**src/rtl/pwm_fade_sequencer.sv**
```systemverilog
// Duty-cycle sequencer for a single-channel PWM core: ramps or breathes the on-time,
// stepping only at period boundaries so the core never sees a mid-period duty change.
module pwm_fade_sequencer #(
  parameter int DUTY_W = 8,
  parameter int PERIOD = 50
) (
  input  logic              clk,
  input  logic              rst,
  input  logic              cycle_done,
  input  logic              cmd_valid,
  output logic              cmd_ready,
  input  logic              cmd_mode,
  input  logic [DUTY_W-1:0] cmd_target,
  input  logic [DUTY_W-1:0] cmd_step,
  output logic [DUTY_W-1:0] duty,
  output logic              busy,
  output logic              done
);

  typedef enum logic [1:0] {IDLE, RAMP, BRTH_UP, BRTH_DN} state_t;

  localparam logic [DUTY_W-1:0] PERIOD_D = DUTY_W'(PERIOD);

  state_t            state_q, state_d;
  logic [DUTY_W-1:0] duty_q, duty_d;
  logic [DUTY_W-1:0] tgt_q, tgt_d;
  logic [DUTY_W-1:0] stp_q, stp_d;
  logic              done_q, done_d;
  logic              busy_q, busy_d;

  // One extra bit keeps duty+stp from wrapping before it is compared.
  logic [DUTY_W:0] duty_x, tgt_x, stp_x, sum_x, dec_x, diff_x;
  logic            accept;

  assign duty_x = {1'b0, duty_q};
  assign tgt_x  = {1'b0, tgt_q};
  assign stp_x  = {1'b0, stp_q};
  assign sum_x  = duty_x + stp_x;
  assign dec_x  = duty_x - stp_x;
  assign diff_x = (duty_x > tgt_x) ? (duty_x - tgt_x) : (tgt_x - duty_x);

  assign cmd_ready = !rst && (state_q != RAMP);
  assign accept    = cmd_valid && cmd_ready;

  always_comb begin
    state_d = state_q;
    duty_d  = duty_q;
    tgt_d   = tgt_q;
    stp_d   = stp_q;
    done_d  = 1'b0;
    // A new command takes priority; a coincident period end is dropped.
    if (accept) begin
      tgt_d   = (cmd_target > PERIOD_D) ? PERIOD_D : cmd_target;
      stp_d   = (cmd_step == '0) ? DUTY_W'(1) : cmd_step;
      state_d = cmd_mode ? BRTH_UP : RAMP;
    end else if (cycle_done) begin
      case (state_q)
        RAMP: begin
          if (diff_x <= stp_x) begin
            duty_d  = tgt_q;
            state_d = IDLE;
            done_d  = 1'b1;
          end else if (duty_x < tgt_x) begin
            duty_d = sum_x[DUTY_W-1:0];
          end else begin
            duty_d = dec_x[DUTY_W-1:0];
          end
        end
        BRTH_UP: begin
          if (sum_x >= tgt_x) begin
            duty_d  = tgt_q;
            state_d = BRTH_DN;
          end else begin
            duty_d = sum_x[DUTY_W-1:0];
          end
        end
        BRTH_DN: begin
          if (duty_x <= stp_x) begin
            duty_d  = '0;
            state_d = BRTH_UP;
          end else begin
            duty_d = dec_x[DUTY_W-1:0];
          end
        end
        default: state_d = state_q;
      endcase
    end
    busy_d = (state_d != IDLE);
  end

  always_ff @(posedge clk) begin
    if (rst) begin
      state_q <= IDLE;
      duty_q  <= '0;
      tgt_q   <= '0;
      stp_q   <= '0;
      done_q  <= 1'b0;
      busy_q  <= 1'b0;
    end else begin
      state_q <= state_d;
      duty_q  <= duty_d;
      tgt_q   <= tgt_d;
      stp_q   <= stp_d;
      done_q  <= done_d;
      busy_q  <= busy_d;
    end
  end

  assign duty = duty_q;
  assign busy = busy_q;
  assign done = done_q;

endmodule

```
**config.mk**
```make
export PLATFORM = sky130hd
export DESIGN_NAME = pwm_fade_sequencer
export DESIGN_NICKNAME = d
export VERILOG_FILES = /design/src/rtl/pwm_fade_sequencer.sv
export SDC_FILE = /design/constraint.sdc
export NUM_CORES = 1
export LEC_CHECK = 0
export ABC_AREA = 1
export CORE_ASPECT_RATIO = 1.5
export CORE_MARGIN = 8
export CORE_UTILIZATION = 60
export CTS_BUF_LIST = sky130_fd_sc_hd__clkbuf_4
export DETAILED_ROUTE_END_ITERATION = 6
export PLACE_DENSITY = 0.83
export SYNTH_ARGS = -nofsm -noshare
export SYNTH_HDL_FRONTEND = slang
export SYNTH_SLANG_ARGS = --single-unit
```
**constraint.sdc**
```tcl
create_clock -name clk -period 4.5 [get_ports clk]
set_input_delay 0.9 -clock clk [delete_from_list [all_inputs] [get_ports clk]]
set_output_delay 0.9 -clock clk [all_outputs]
set_load 0.01 [all_outputs]
```
==> summary.md <==
| Metric | Value |
|---|---|
| Status | `finished, final reports clean` |
| WL/cell | `around 16 um` |
| Most numerous cell on the critical path | `nand2_1` |
| First-pass GRT wire length | `approximately 16,000 um` |
| Final period utilization | `0.8983` |
| GPL Wtd Cong | `approximately 1` |
| Vias | `between 3,000 and 4,000` |
| Vias in the first global route | `3,386` |
| Routed WL | `around 10,000 um` |
| CP Capture Type | `flop` |
| Drt initial violations | `209` |
| CP max FO | `11` |
| CTS tree | `yes` |
| H-tree depth | `1` |
| Relative slew margins | `0.5785` |
| Slew Limit Fails | `0` |
| Seq cells post-synth | `28` |
| CP peak stage delay | `between 0.5 and 0.6 ns` |
| Initial Util | `0.6182` |
| Hold buffer count at CTS | `0` |
| Seq/Total Area, Yosys | `0.1664` |
| Port-buffer cells | `31` |
| Post-Syn Area | `3369 um2` |
| Maximum clock frequency | `~250 MHz` |
| Post-CTS Setup Bufs | `0` |
| Largest net degree at the start of global routing | `24` |
| Hold Path Depth | `2` |
| Post-DP Area | `between 3000 and 4000 um2` |
| Synth warn | `0` |
| Die W | `between 70 and 80 um` |
| GRT Total Usage | `0.2432` |
| Num CTS Buffers | `3` |
| Primary FF master, synth | `dfxtp_1` |
| RSZ-0062 raised after global routing | `no` |
| FFs w/ async S/R, synth | `0` |
| Startpoint class of the critical path | `flop` |
| Distinct cells, synth | `42` |
| Clk Latency, worst-skew pair | `~0.35 ns` |
| Cells after synthesis | `513` |
| PwrDens | `332.9 nW/um2` |
| Final Instance Area | `~3700 um2` |
| Setup TNS | `0 ns` |
| Arrival @ worst endpoint | `approximately 4.3 ns` |
| DRC errors left | `0` |
| Share of cells above drive strength 1 | `0.04833` |
| Boundary pin count | `32` |
| CP max-delay cell | `dfxtp_1` |
| Fin util | `0.6878` |
| Clock-pin transition on the worst setup and hold timing paths | `0.17 ns` |
| Fillcell total | `roughly 510` |
| Die footprint | `around 8300 um2` |
| Final HPWL DP | `between 8000 and 9000 um` |
| Max Cap Viol | `0` |
| Via/cell ratio | `5.635` |
| P&R area growth vs syn | `11.25%` |
| Worst Skew | `roughly 0.012 ns` |
| Clock sinks | `28` |
| Synth Area per Inst | `6.568 um2` |
| Clk buf depth | `2` |
| Pre-CTS setup slack | `just over 0.5 ns` |
| Worst Tran Pin Value | `~0.63 ns` |
| Req. time, crit path | `roughly 4.8 ns` |
| Synth area leader | `ha_1` |
| Die Ht | `107.8 um` |
| Leading cell type in the layout, fill and taps excluded | `nand2_1` |
| Antenna Nets Post-Route | `0` |
| Root Buffer | `clkbuf_4` |
| Worst setup margin | `~0.46 ns` |
| Pre-antenna DRT Iters | `5` |
| Core Area | `roughly 5500 um2` |
| Initial antenna violation count | `0` |
| Min-delay worst type | `reg2reg` |
| CTS-repair resized insts | `0` |
| Gr ovfl total | `0` |
| Final setup vio count | `0` |
| VDD IR max | `about 0.00019 V` |
| Tmin final | `around 4.0 ns` |
| Reg2reg setup slack | `~0.46 ns` |
| Site Rows | `33` |
| Commonest non-fill, non-tap cells in the layout | `nand2_1, inv_1, nand3_1` |
| Post-synth EDFFs | `0` |
| Nets | `about 610` |
| Design Power | `roughly 1.2 mW` |
| Diode count | `0` |
| Leakage | `about 1.9 nW` |
| Largest cells by area after synthesis | `ha_1, dfxtp_1, nand2_1` |
| Top-area cell type share of the netlist area | `0.1782` |
| Hold Vio Cnt, Final | `0` |
| Setup Crit Path Kind | `reg2reg` |
| Syn Nets | `just under 600` |
| Reg2reg path depth | `27` |
[per-layer routing]
layer	vias up	share of wire	global-route usage
met5	-	0	0
met4	0	0.053	0.1409
met3	42	0.068	0.04097
met2	141	0.50	0.4411
met1	1516	0.37	0.2572
li1	1727	-	-
[final cells by class]
cell class | instances | area (um2) | area share
repair buffers | 34 | 332.8 | 0.08878
multi-input cells | 370 | 2346 | 0.6258
clock inverters | 1 | 3.754 | 0.001001
clock buffers | 3 | 22.52 | 0.006008
inverters | 102 | 395.4 | 0.1055
well taps | 70 | 87.58 | 0.02336
flip-flops and latches | 28 | 560.5 | 0.1495
[report_power, final]
part           leakage, nW  internal, mW  switching, mW
combinational         1.68         0.303          0.545
clock               0.0154        0.0327         0.0828
sequential           0.230         0.265         0.0200
[sequential cells by signal, indices dropped and copies added (netlist names)]
register,count
busy,1
tgt_q,8
duty,8
state_q,2
done,1
stp_q,8
[logic make-up after synthesis]
logic type / after synthesis / share of synthesized area
fa+ha+maj: 52 / 0.2020
simple gates: 210 / 0.2863
flops: 28 / 0.1664
compound gates: 87 / 0.1522
mux: 3 / 0.008912
xor+xnor: 18 / 0.04679
buf+inv: 115 / 0.1374
[worst max-delay path: cells and delay by family (launching register included)]
kind | cells | cell delay (ns)
flops | 1 | 0.52
fa+ha+maj | 2 | 0.75
buf+inv | 2 | 0.20
compound gates | 1 | 0.23
xor+xnor | 1 | 0.22
simple gates | 21 | 2.04
[per-stage QoR]
step / cells / hold slack, ns
2_1_floorplan: 513 / 0.4656
3_3_place_gp: 604 / 0.4989
3_5_place_dp: 604 / 0.5172
4_1_cts: 608 / 0.5390
5_1_grt: 608 / 0.5600
6_report: 608 / 0.5271
[path summary, 6_finish.rpt]
check / start / endpoint
setup / recovery: duty[4] / busy
hold / removal: stp_q[1] / stp_q[1]
setup reg to reg: duty[4] / busy
hold reg to reg: stp_q[1] / stp_q[1]
[Yosys cell counts (4+ instances only)]
cell	count
a21oi_1	34
buf_2	6
clkbuf_1	4
dfxtp_1	28
fa_1	4
ha_1	48
inv_1	95
inv_2	5
nand2_1	107
nand3_1	50
nand4_1	14
nor2_1	22
nor3_1	5
o211ai_1	7
o21ai_0	21
o21bai_1	4
o31ai_1	6
xor2_1	18
(Power assumes the default switching activity.)
